--- src/rtl/pc_sequencer_pkg.sv ---
// Shared types and constants for the PC sequencer core.
package pc_sequencer_pkg;

   localparam int unsigned PC_W              = 32;
   localparam int unsigned INSTRUCTION_BYTES = 4;

   typedef enum logic [2:0] {
      ST_IDLE,
      ST_FETCH,
      ST_EXECUTE,
      ST_WRITEBACK,
      ST_TRAP,
      ST_HALT
   } seq_state_t;

   typedef enum logic [1:0] {
      NONE              = 2'b00,
      FETCH_MISALIGNED  = 2'b01,
      TARGET_MISALIGNED = 2'b10,
      DOUBLE_FAULT      = 2'b11
   } trap_cause_t;

endpackage

--- src/rtl/pc_sequencer_next_pc_select.sv ---
// Next-PC selection: sequential vs. branch/jump target, plus target alignment flag.
module next_pc_select
   import pc_sequencer_pkg::*;
(
   input  logic [PC_W-1:0] pcOfInstruction,
   input  logic            instructionIsJump,
   input  logic            instructionIsBranch,
   input  logic            branchTaken,
   input  logic [PC_W-1:0] targetAddress,
   output logic [PC_W-1:0] nextPc_c,
   output logic            taken_c,
   output logic            targetMisaligned_c
);

   assign taken_c            = instructionIsJump | (instructionIsBranch & branchTaken);
   assign targetMisaligned_c = |targetAddress[1:0];
   // Sequential increment wraps naturally at 2^32.
   assign nextPc_c           = taken_c ? targetAddress
                                       : pcOfInstruction + PC_W'(INSTRUCTION_BYTES);

endmodule

--- src/rtl/pc_sequencer.sv ---
// Multicycle PC sequencer: steps FETCH/EXECUTE/WRITEBACK, owns the PC write port,
// and handles misalignment traps, double faults and requested halts.
module pc_sequencer
   import pc_sequencer_pkg::*;
#(
   parameter logic [PC_W-1:0] TRAP_VECTOR = 32'h0000_0010
) (
   input  logic            clock,
   input  logic            reset,
   input  logic [PC_W-1:0] pcOfInstruction,
   input  logic            programCounterMisaligned,
   output logic [PC_W-1:0] programCounterInput,
   output logic            programCounterWriteEnable,
   output logic            fetchRequest,
   input  logic            fetchReady,
   output logic            instructionLatchEnable,
   input  logic            executeDone,
   input  logic            instructionIsJump,
   input  logic            instructionIsBranch,
   input  logic            branchTaken,
   input  logic [PC_W-1:0] targetAddress,
   input  logic            haltRequest,
   input  logic            resume,
   output logic            writebackEnable,
   output logic            trapActive,
   output logic [PC_W-1:0] trapPc,
   output logic [1:0]      trapCause,
   output logic            halted
);

   seq_state_t      state_q, state_d;
   trap_cause_t     cause_q, cause_d;
   logic [PC_W-1:0] next_pc_q, next_pc_d;
   logic [PC_W-1:0] pc_in_q, pc_in_d;
   logic [PC_W-1:0] trap_pc_q, trap_pc_d;
   logic            arm_q, arm_d;
   logic            wb_q, pcwe_q, trap_q, halted_q;
   logic [PC_W-1:0] sel_pc;
   logic            sel_taken, sel_misaligned;

   next_pc_select u_next_pc_select (
      .pcOfInstruction    (pcOfInstruction),
      .instructionIsJump  (instructionIsJump),
      .instructionIsBranch(instructionIsBranch),
      .branchTaken        (branchTaken),
      .targetAddress      (targetAddress),
      .nextPc_c           (sel_pc),
      .taken_c            (sel_taken),
      .targetMisaligned_c (sel_misaligned)
   );

   // Next-state and next-register-value logic.
   always_comb begin
      state_d   = state_q;
      cause_d   = cause_q;
      next_pc_d = next_pc_q;
      pc_in_d   = pc_in_q;
      trap_pc_d = trap_pc_q;
      arm_d     = arm_q;
      case (state_q)
         ST_IDLE: state_d = ST_FETCH;
         ST_FETCH: begin
            if (programCounterMisaligned) begin
               trap_pc_d = pcOfInstruction;
               if (arm_q) begin
                  state_d = ST_HALT;
                  cause_d = DOUBLE_FAULT;
               end else begin
                  state_d = ST_TRAP;
                  cause_d = FETCH_MISALIGNED;
               end
            end else if (fetchReady) begin
               arm_d   = 1'b0;
               state_d = ST_EXECUTE;
            end
         end
         ST_EXECUTE: begin
            if (executeDone) begin
               if (sel_taken && sel_misaligned) begin
                  state_d   = ST_TRAP;
                  cause_d   = TARGET_MISALIGNED;
                  trap_pc_d = pcOfInstruction;
               end else begin
                  next_pc_d = sel_pc;
                  if (haltRequest) begin
                     state_d = ST_HALT;
                  end else begin
                     state_d = ST_WRITEBACK;
                     pc_in_d = sel_pc;
                  end
               end
            end
         end
         ST_WRITEBACK: state_d = ST_FETCH;
         ST_TRAP: begin
            arm_d   = 1'b1;
            state_d = ST_FETCH;
         end
         ST_HALT: begin
            // A double-fault halt is sticky; only reset leaves it.
            if (resume && (cause_q != DOUBLE_FAULT)) begin
               state_d = ST_WRITEBACK;
               pc_in_d = next_pc_q;
            end
         end
         default: state_d = ST_IDLE;
      endcase
      if (state_d == ST_TRAP) pc_in_d = TRAP_VECTOR;
   end

   always_ff @(posedge clock or negedge reset) begin
      if (!reset) begin
         state_q   <= ST_IDLE;
         cause_q   <= NONE;
         next_pc_q <= '0;
         pc_in_q   <= '0;
         trap_pc_q <= '0;
         arm_q     <= 1'b0;
         wb_q      <= 1'b0;
         pcwe_q    <= 1'b0;
         trap_q    <= 1'b0;
         halted_q  <= 1'b0;
      end else begin
         state_q   <= state_d;
         cause_q   <= cause_d;
         next_pc_q <= next_pc_d;
         pc_in_q   <= pc_in_d;
         trap_pc_q <= trap_pc_d;
         arm_q     <= arm_d;
         wb_q      <= (state_d == ST_WRITEBACK);
         pcwe_q    <= (state_d == ST_WRITEBACK) || (state_d == ST_TRAP);
         trap_q    <= (state_d == ST_TRAP);
         halted_q  <= (state_d == ST_HALT);
      end
   end

   // The fetch handshake follows the PC register's live alignment flag and fetchReady.
   assign fetchRequest              = (state_q == ST_FETCH) && !programCounterMisaligned;
   assign instructionLatchEnable    = fetchRequest && fetchReady;
   assign programCounterInput       = pc_in_q;
   assign programCounterWriteEnable = pcwe_q;
   assign writebackEnable           = wb_q;
   assign trapActive                = trap_q;
   assign trapPc                    = trap_pc_q;
   assign trapCause                 = cause_q;
   assign halted                    = halted_q;

endmodule

--- config.mk ---
export PLATFORM = sky130hd
export DESIGN_NAME = pc_sequencer
export DESIGN_NICKNAME = d
export VERILOG_FILES = /design/src/rtl/pc_sequencer_pkg.sv /design/src/rtl/pc_sequencer_next_pc_select.sv /design/src/rtl/pc_sequencer.sv
export SDC_FILE = /design/constraint.sdc
export NUM_CORES = 1
export LEC_CHECK = 0
export ABC_AREA = 0
export CELL_PAD_IN_SITES_DETAIL_PLACEMENT = 1
export CELL_PAD_IN_SITES_GLOBAL_PLACEMENT = 2
export CORE_MARGIN = 1
export CORE_UTILIZATION = 27
export DETAILED_ROUTE_END_ITERATION = 10
export GPL_ROUTABILITY_DRIVEN = 0
export PLACE_DENSITY = 0.84
export SLEW_MARGIN = 20
export SYNTH_ARGS = -nofsm -noshare
export SYNTH_HDL_FRONTEND = slang
export SYNTH_SLANG_ARGS = --single-unit
--- constraint.sdc ---
create_clock -name clock -period 2.1 [get_ports clock]
set_input_delay 0.42 -clock clock [delete_from_list [all_inputs] [get_ports clock]]
set_output_delay 0.42 -clock clock [all_outputs]
set_load 0.02 [all_outputs]
# After elaboration in Yosys (flattened, before gate mapping)
# Cells that the tools add are included.
# classes
n_mux,27
reduce_logical,16
multipliers,0
n_bitwise,3
n_lt_le_gt_ge,0
shift,0
n_div,0
eq_ne,18
addsub,1
# op_table
cell,n
$mux 32,9
$pmux 32 s2,2
$add 32x3->32 const B,1
$mux 3,6
$eq 3x3->1 const B,4
$ne 2x2->1 const B,6
$ne 3x3->1 const B,4
$pmux 3 s4,1
$eq 3x2->1 const B,3
$mux 2,4
$reduce_and 3->1,2
$reduce_and 5->1,1
$logic_and 1x1->1,4
$pmux 2 s2,1
$reduce_and 4->1,1
$reduce_bool 2->1,2
$eq 3x1->1 const B,1
$logic_not 3->1,1
$mux 1,3
$reduce_bool 3->1,1
$reduce_or 3->1,1
$pmux 1 s2,1
$reduce_or 2->1,1
$and 1x1->1,1
other kinds (4),4
# word_totals
ram_bits,0
memories,0
latch_bits,0
input_bits,74
register_bits,106
out_inout_bits,72
romBits,0
word_cells,75

# Depth between registers and ports, before layout
# Gate-level depths: netlist of run 1.
# logic_depth
ltp_word,9
mapped_depth,9
mapped_depth_nobuf,8

# Modules after synthesis
# From an unflattened synthesis of run 1, not the netlist that was laid out.
# hier_totals
hier_cells,471
hier_area_um2,5331.4
# modules_own_cells
mod,seq_area_each_um2,area_each_um2,n_inst,cells_per_inst
pc_sequencer,2652.5,4337.9,1,293
next_pc_select,0.0,993.5,1,178

# Worst setup path after synthesis of run 1
# OpenSTA, ideal clock, no wires.
# synth_timing
path_kind,reg-to-reg
from,register state_q[1]
to,register pc_in_q[11] (netlist: programCounterInput[11])
t_required_ns,1.979
path_stages_with_launch,9
synth_period_minus_slack_ns,2.111
n_path_buf,1
setup_time_ns,0.121
setup_slack_ns,-0.011
arrival_ns,1.990
path_cell_list,dfrtp_1 -> nor4b_2 -> a22oi_1 -> o21ai_1 -> nand2_1 -> inv_2 -> nor2_2 -> buf_4 -> a22o_1
# synth_via
elab_chain_cells,6
word_cells_on_any_way,21
classes_between,eq/ne (10); mux (7); reduce/logical (4)
# synth_lines
element,line_no,rtl
from (decl),pc_sequencer.sv:31,"seq_state_t state_q, state_d;"
from (signal assigned),pc_sequencer.sv:124,state_q <= state_d;
$eq 3x3->1 (tied with other cells),pc_sequencer.sv:60,case (state_q)
$reduce_or 3->1 (no source line) / $mux 3 (equally long branches),-,
$pmux 3 s4 *,pc_sequencer.sv:60,
via state_d[1],pc_sequencer.sv:31,
$eq 3x3->1 *,pc_sequencer.sv:108,if (state_d == ST_TRAP) pc_in_d = TRAP_VECTOR;
$ne 3x3->1 (no source line) / $reduce_bool 3->1 (equally long branches),-,
$reduce_and 5->1 (no source line),-,
to (signal assigned),pc_sequencer.sv:127,pc_in_q <= pc_in_d;
to (decl),pc_sequencer.sv:34,"logic [PC_W-1:0] pc_in_q, pc_in_d;"
# Mark *: on every way through the listed nets, which the timed path passes. The rest lies on a longest branch.
# A chain may end at the register's enable or synchronous reset.

# Worst setup path in the final report of run 1
# layout_timing
from,input programCounterMisaligned
to,output fetchRequest
# layout_via
elab_chain_cells,2
# layout_lines
element,line_no,rtl
from (decl),pc_sequencer.sv:11,"input logic programCounterMisaligned,"
$logic_not 1->1,pc_sequencer.sv:138,assign fetchRequest = (state_q == ST_FETCH) && !programCounterMisaligned;
$logic_and 1x1->1,pc_sequencer.sv:138,
to (decl),pc_sequencer.sv:14,"output logic fetchRequest,"
# Every way passes these cells.

==> run_results.csv, run 1 <==
group,metric,value,unit
status,status,"finished, final reports clean",
global_route,grt.busiest_layer,"met2",
sta,timing.fmax,495,MHz
die,die-area,20600,µm²
global_route,grt_total_ovfl,0,
cells_and_area,layout-drive-gt1-share,27.7,%
setup_path,critical-path-top-cell-by-count,"sky130_fd_sc_hd__dlygate4sd2_1",
global_route,wire_length_of_the_first_global_routing_pass,31100,µm
logic_synthesis,synth.top_cell.area_share,49.0,%
cells_and_area,area_growth_syn_to_layout,55.9,%
cells_and_area,nNetsFinal,852,
route,avgViaCountPerCell,4.88,
route,num_vias,5109,
logic_synthesis,syn_inst,535,
logic_synthesis,synth_top_flop_cell,"sky130_fd_sc_hd__dfrtp_1",
cts,register_clock_pin_slew_on_the_reported_worst_setup_and_hold_paths,0.08,ns
sta,timing_hold_violations_final,0,
logic_synthesis,ys_seq_elements,106,
power,pwr_density_cell,1230,nW/µm²
logic_synthesis,synth_common_cells,"sky130_fd_sc_hd__dfrtp_1 (106), sky130_fd_sc_hd__nand2_1 (71), sky130_fd_sc_hd__nor2_1 (40), sky130_fd_sc_hd__o21ai_0 (40), sky130_fd_sc_hd__mux2_2 (34)",
logic_synthesis,cell_types_occupying_the_most_area_after_synthesis,"sky130_fd_sc_hd__dfrtp_1 (49%), sky130_fd_sc_hd__mux2_2 (7.1%), sky130_fd_sc_hd__nand2_1 (4.9%)",
setup_path,r2r_setup_slack,0.15,ns
setup_path,timing.critical_path.from_type,"input port",
cts,cts-root-to-sink-buffers,2,
cts,clk-insertion-delay-late,0.37,ns
global_route,gr-usage-all-layers,19.9,%
setup_path,required_time_of_the_critical_path,1.68,ns
sta,max_slew.worst_pin.slew,0.545,ns
logic_synthesis,synth_nets,610,
die,die_y,144,µm
setup_path,gate_family_responsible_for_the_most_delay_along_the_worst_path,"buffers and inverters",
logic_synthesis,ys_seq_area_share,49.0,%
die,overall_die_width,144,µm
logic_synthesis,synth_area_leader_cell,"sky130_fd_sc_hd__dfrtp_1",
sta,final_period_minus_worst_setup_slack,2.02,ns
logic_synthesis,ys_warn_count,0,
logic_synthesis,mappedNetlistArea,5410,µm²
sta,slew_viol_final,0,
logic_synthesis,distinct_cell_type_count_of_the_synthesized_netlist,70,
logic_synthesis,synth_edf_count,0,
route,post-route-drc-count,0,
logic_synthesis,postSynth.asyncResetShare,100,%
job,max-cap-violations,0,
sta,finalClockSkew,0.0153,ns
placement,placed_area,7930,µm²
die,row_count,51,
cts,cts_tree,"built",
power,vdd_ir_drop_max,532,µV
die,io_pins,146,
global_route,groute.layer.met3.usage,2.70,%
route,detailed_router_iteration_count_before_antenna_repair,4,
setup_path,crit_arrival,1.60,ns
setup_path,path_class,"input port to output port",
sta,relSlewSlack,63.5,%
cts,cts-root-buf,"sky130_fd_sc_hd__clkbuf_16",
global_route,globalRouteMet2Util,33.0,%
placement,dp.final_hpwl,15000,µm
setup_path,slowest_cell_on_crit_path,"sky130_fd_sc_hd__dlygate4sd2_1",
route,avgRoutedWirePerCell,18.6,µm
cts,cts.htree.levels,3,
logic_synthesis,yosysMostFrequentCell,"sky130_fd_sc_hd__dfrtp_1",
sta,finalSetupViolCount,0,
setup_path,worst_path_buffer_plus_inverter_count,3,
logic_synthesis,synth.avg_cell_area,10.1,µm²
hold_path,hold_class,"input port to flop",
die,core,19500,µm²
sta,finalCritPeriodShare,96.2,%
placement,placement.setup.worst_slack,-0.562,ns
die,start_util,27.7,%
setup_path,critPathMaxFanout,3,
cts,total_clock_buffers_created_by_cts,9,
power,lkg_pwr,3.74,nW
cells_and_area,stdcell_area,8430,µm²
cells_and_area,final_core_util,43.2,%
placement,port_buffers,145,
sta,unrepaired_setup_endpoints_after_global_routing,"yes",
route,drt_iter0_markers,313,
global_route,met1_usage,26.0,%
sta,min_hold_slack,0.427,ns
setup_path,end_kind,"output port",
global_route,grt_pass1_vias,5642,
global_route,antenna_found_initial,1,
route,postRouteAntennaNets,0,
route,totalWireLength,19500,µm
setup_path,peak_per_stage_delay_on_the_critical_path,0.39,ns
cts,clock_sinks,106,
sta,final_critical_path_setup_slack,0.0789,ns
setup_path,critical_path.cell_chain,"dlygate4sd2_1 -> buf_4 -> nor4b_4 -> dlygate4sd2_1",
global_route,grt_start_max_net_pins,35,
-- repair_timing --
item | CTS | global route
setup buffers | 8 | 5
setup endpoints to repair | 42 | 52
hold buffers | 1 | 0
pin swaps | 16 | 12
endpoints found under the hold margin | 20 | 0
gates resized for setup | 40 | 32
-- cell families after synthesis --
group                      count (synthesis)  share of synthesized area [%]
AOI/OAI and AO/OA                        131                           16.2
xor gates and xnor gates                  23                           3.72
and+or+nand+nor                          190                           17.7
muxes                                     44                           8.93
buffers and inverters                     40                           4.26
adders and majority gates                  1                          0.231
DFF                                      106                           49.0
-- stage by stage --
step,cells,setup TNS (ns),power [W]
3_3_place_gp,1019,-24.88,0.00839
6_report,1048,0,0.0104
5_1_grt,1048,-0.0419,0.0110
4_1_cts,1044,0,0.0104
3_5_place_dp,1019,-29.93,0.00861
2_1_floorplan,535,0,0.00604
-- routing by layer --
layer / vias up / share of wire (%)
met5: - / 0
met4: 0 / 2.4
met3: 27 / 3.8
met2: 109 / 49
met1: 2560 / 45
li1: 2413 / -
-- power by group --
group	total, W	switching [W]	leakage, nW	internal, W
sequential	0.00347	0.000552	1.34	0.00292
combinational	0.00518	0.00259	2.26	0.00259
clock	0.00174	0.000899	0.146	0.000846
total	0.0104	0.00404	3.74	0.00635
-- sequential cells by signal, summed over array words and instances (netlist names) --
signal / cells
next_pc_q: 32
programCounterInput: 32
trapPc: 32
state_q: 3
trapCause: 2
arm_q: 1
halted: 1
programCounterWriteEnable: 1
trapActive: 1
writebackEnable: 1
-- cells in the final DEF, fill, tap and decap left out, types with 5 or more instances in the layout --
| cell type | count |
|---|---|
| sky130_fd_sc_hd__o2bb2ai_1 | 6 |
| sky130_fd_sc_hd__mux2_2 | 34 |
| sky130_fd_sc_hd__dlygate4sd2_1 | 10 |
| sky130_fd_sc_hd__o21ai_1 | 6 |
| sky130_fd_sc_hd__xor2_1 | 6 |
| sky130_fd_sc_hd__mux2i_1 | 10 |
| sky130_fd_sc_hd__nor2_1 | 39 |
| sky130_fd_sc_hd__o31ai_1 | 8 |
| sky130_fd_sc_hd__a21oi_1 | 27 |
| sky130_fd_sc_hd__nand3_1 | 33 |
| sky130_fd_sc_hd__dfrtp_1 | 104 |
| sky130_fd_sc_hd__clkbuf_2 | 5 |
| sky130_fd_sc_hd__nand4_1 | 6 |
| sky130_fd_sc_hd__nand2_1 | 69 |
| sky130_fd_sc_hd__clkdlybuf4s50_1 | 123 |
| sky130_fd_sc_hd__clkbuf_16 | 9 |
| sky130_fd_sc_hd__buf_12 | 9 |
| sky130_fd_sc_hd__o21ai_0 | 36 |
| sky130_fd_sc_hd__inv_1 | 5 |
| sky130_fd_sc_hd__a22o_1 | 10 |
| sky130_fd_sc_hd__xnor2_1 | 14 |
| sky130_fd_sc_hd__buf_4 | 107 |
| sky130_fd_sc_hd__and3_1 | 7 |
-- area by class of cell --
cell class | instances | area [µm²]
Clock inverter | 7 | 68.8
Inverter | 7 | 26.3
Multi-Input combinational cell | 389 | 2690
Fill cell | 2221 | 11100
Timing Repair Buffer | 264 | 2440
Antenna cell | 1 | 2.50
Clock buffer | 9 | 225
Tap cell | 265 | 332
Sequential cell | 106 | 2660
-- final timing paths --
check / from / cells after the start / endpoint
worst max-delay path: programCounterMisaligned / 4 / fetchRequest
worst min-delay path: pcOfInstruction[17] / 2 / trapPc[17]
worst max register to register: state_q[1] / 8 / programCounterInput[24]
worst min register to register: next_pc_q[15] / 2 / next_pc_q[15]
max in group asynchronous: reset / 3 / programCounterInput[22]
min in group asynchronous: reset / 2 / trapCause[1]
No activity file was read; power rests on OpenSTA's default activity.
==> run 2, diff against run 1 <==
--- a/config.mk
+++ b/config.mk
@@ -9,10 +9,10 @@
 export CELL_PAD_IN_SITES_DETAIL_PLACEMENT = 1
 export CELL_PAD_IN_SITES_GLOBAL_PLACEMENT = 2
 export CORE_MARGIN = 1
-export CORE_UTILIZATION = 27
+export CORE_UTILIZATION = 30
 export DETAILED_ROUTE_END_ITERATION = 10
-export GPL_ROUTABILITY_DRIVEN = 0
-export PLACE_DENSITY = 0.84
+export GPL_ROUTABILITY_DRIVEN = 1
+export PLACE_DENSITY = 0.81
 export SLEW_MARGIN = 20
 export SYNTH_ARGS = -nofsm -noshare
 export SYNTH_HDL_FRONTEND = slang
==> constraint.sdc (replaced) <==
create_clock -name clock -period 2.2 [get_ports clock]
set_input_delay 0.44 -clock clock [delete_from_list [all_inputs] [get_ports clock]]
set_output_delay 0.44 -clock clock [all_outputs]
set_load 0.02 [all_outputs]
==> run 2 against run 1 <==
- sequential share of layout area grew 0.62 points
- critical path type is now input port to flop
- first-iteration DRC count shrank 34%
- cell area shrank 2.0%
- highest routed layer unchanged
- cell count shrank 4.9%
- via count shrank 0.31%
- combinational power shrank 4.8%
==> run_results.csv, run 2 (synthesis gave the netlist of run 1 again) <==
group,metric,value,unit
global_route,grt_start_max_net_pins,43,
cells_and_area,final.fill_count,1937,
hold_path,hold-path-cell-count,2,
setup_path,crit_arrival,2.41,ns
cts,register_clock_pin_slew_on_the_reported_worst_setup_and_hold_paths,0.07,ns
route,totalWireLength,19300,µm
cells_and_area,layout-drive-gt1-share,24.7,%
global_route,wire_length_of_the_first_global_routing_pass,30100,µm
route,postRouteAntennaNets,0,
cells_and_area,nNetsFinal,842,
cells_and_area,sequential_cell_area,2650,µm²
cells_and_area,layout.cells.most_common_list,"sky130_fd_sc_hd__clkdlybuf4s50_1 (129), sky130_fd_sc_hd__dfrtp_1 (105), sky130_fd_sc_hd__buf_4 (99)",
cells_and_area,final_common_cell,"sky130_fd_sc_hd__clkdlybuf4s50_1",
sta,min_hold_slack,0.479,ns
cells_and_area,diodes,0,
setup_path,slowest_cell_on_crit_path,"sky130_fd_sc_hd__or4_4",
route,num_vias,5093,
cts,clk-insertion-delay-late,0.36,ns
die,die_y,136,µm
power,vdd_ir_drop_max,552,µV
setup_path,critPathMaxFanout,4,
setup_path,rr_worst_depth,10,
placement,port_buffers,145,
global_route,gr-usage-all-layers,21.5,%
route,detailed_router_iteration_count_before_antenna_repair,6,
hold_path,min-delay-start,"pcOfInstruction[10]",
route,drt_iter0_markers,208,
cts,total_clock_buffers_created_by_cts,9,
setup_path,gate_family_responsible_for_the_most_delay_along_the_worst_path,"simple AND/OR/NAND/NOR gates",
cts,clock_sinks,106,
sta,slew_viol_final,0,
die,die-area,18600,µm²
setup_path,end_kind,"flop",
sta,unrepaired_setup_endpoints_after_global_routing,"no",
cts,cts.htree.levels,3,
power,pwr_density_cell,1200,nW/µm²
cts,cts-root-buf,"sky130_fd_sc_hd__clkbuf_16",
setup_path,r2r_end,"programCounterInput[16]",
placement,dp.final_hpwl,14900,µm
route,avgViaCountPerCell,5.11,
die,overall_die_width,136,µm
sta,timing_hold_violations_final,0,
sta,finalSetupViolCount,0,
die,row_count,48,
setup_path,critical_path.cell_chain,"clkdlybuf4s50_1 -> nand2_2 -> or4_4 -> nor3_2 -> xor2_1 -> mux2i_1 -> buf_4 -> o211ai_2",
route,post-route-drc-count,0,
setup_path,required_time_of_the_critical_path,2.45,ns
global_route,grt_total_ovfl,0,
setup_path,timing.critical_path.from_type,"input port",
placement,globalplace.congestion,0.802,
sta,finalClockSkew,0.00667,ns
sta,max_slew.worst_pin.slew,0.547,ns
global_route,grt_pass1_vias,5472,
hold_path,worstHoldEndpoint,"trapPc[10]",
setup_path,rr_startpoint,"state_q[2]",
setup_path,r2r_setup_slack,0.15,ns
setup_path,worst_setup_path_startpoint,"pcOfInstruction[9]",
sta,finalCritPeriodShare,98.3,%
die,core,17500,µm²
die,start_util,30.9,%
job,max-cap-violations,0,
cells_and_area,area_taken_by_multi_input_logic_gates,2610,µm²
setup_path,worst_path_buffer_plus_inverter_count,2,
cts,cts-root-to-sink-buffers,2,
power,lkg_pwr,3.66,nW
hold_path,hold_class,"input port to flop",
sta,relSlewSlack,63.4,%
route,avgRoutedWirePerCell,19.3,µm
global_route,antenna_found_initial,0,
sta,final_period_minus_worst_setup_slack,2.16,ns
sta,timing.fmax,462,MHz
cells_and_area,area_growth_syn_to_layout,52.8,%
die,io_pins,146,
setup_path,peak_per_stage_delay_on_the_critical_path,0.57,ns
cells_and_area,final_core_util,47.3,%
status,status,"finished, final reports clean",
setup_path,path_class,"input port to flop",
cts,cts_tree,"built",
[run 2: cell types whose count changed in the layout (fill, tap and decap cells not counted), moves of 3 or more]
cell	before	now
sky130_fd_sc_hd__inv_8	3	0
sky130_fd_sc_hd__clkdlybuf4s50_1	123	129
sky130_fd_sc_hd__buf_6	3	0
sky130_fd_sc_hd__dlymetal6s2s_1	4	10
sky130_fd_sc_hd__buf_4	107	99
sky130_fd_sc_hd__clkbuf_2	5	1
sky130_fd_sc_hd__dlygate4sd2_1	10	4
[run 2: area by class of cell]
class,count,share of cell area (%)
timing repair buffer,254,29.2
sequential,106,32.1
inverter,7,0.318
multi-input combinational,389,31.5
clock buffer,11,2.82
tap,225,3.41
clock inverter,5,0.666
[run 2: worst max path at each step]
stage,to,cells after the start
after floorplan,programCounterInput[11],8
after global placement,programCounterInput[16],10
after detailed placement,programCounterInput[16],10
after CTS,instructionLatchEnable,6
after global routing,programCounterInput[12],8
final,programCounterInput[21],8
[run 2: metrics by stage]
step / setup WS, ns / instance area [µm²] / std cells / TNS [ns] / power [W]
global route: 0.0000813 / 8260 / 997 / 0 / 0.0104
finish: 0.0373 / 8260 / 997 / 0 / 0.00990
floorplan: 0.0892 / 5410 / 535 / 0 / 0.00575
global placement: -0.488 / 7880 / 978 / -20.31 / 0.00808
CTS: -0.0227 / 8220 / 997 / -0.0227 / 0.00997
detailed placement: -0.560 / 7880 / 978 / -24.57 / 0.00828
[run 2: report_power, final]
group          internal (W)  switching [W]  leakage, nW
logic               0.00245        0.00249         2.19
clock network      0.000882       0.000772        0.136
registers           0.00278       0.000526         1.34
[run 2: routing by layer]
layer | track usage [%] | share of wire, % | vias to the layer above
li1 | - | - | 2382
met5 | 0 | 0 | -
met2 | 35.1 | 48 | 111
met3 | 3.24 | 3.8 | 17
met1 | 28.7 | 46 | 2583
met4 | 7.90 | 1.6 | 0
[run 2: repair_timing]
action	in CTS	in global routing
hold endpoints to repair	18	0
endpoints found under the setup margin	24	40
pin swaps	7	8
resized for setup	16	19
setup buffers	2	0
hold buffers	1	0
==> run 3, diff against run 2 <==
--- a/config.mk
+++ b/config.mk
@@ -11,7 +11,6 @@
 export CORE_MARGIN = 1
 export CORE_UTILIZATION = 30
 export DETAILED_ROUTE_END_ITERATION = 10
-export GPL_ROUTABILITY_DRIVEN = 1
 export PLACE_DENSITY = 0.81
 export SLEW_MARGIN = 20
 export SYNTH_ARGS = -nofsm -noshare
==> results of run 3 <==
No change in the layout: final DEF, timing and power equal those of run 2.
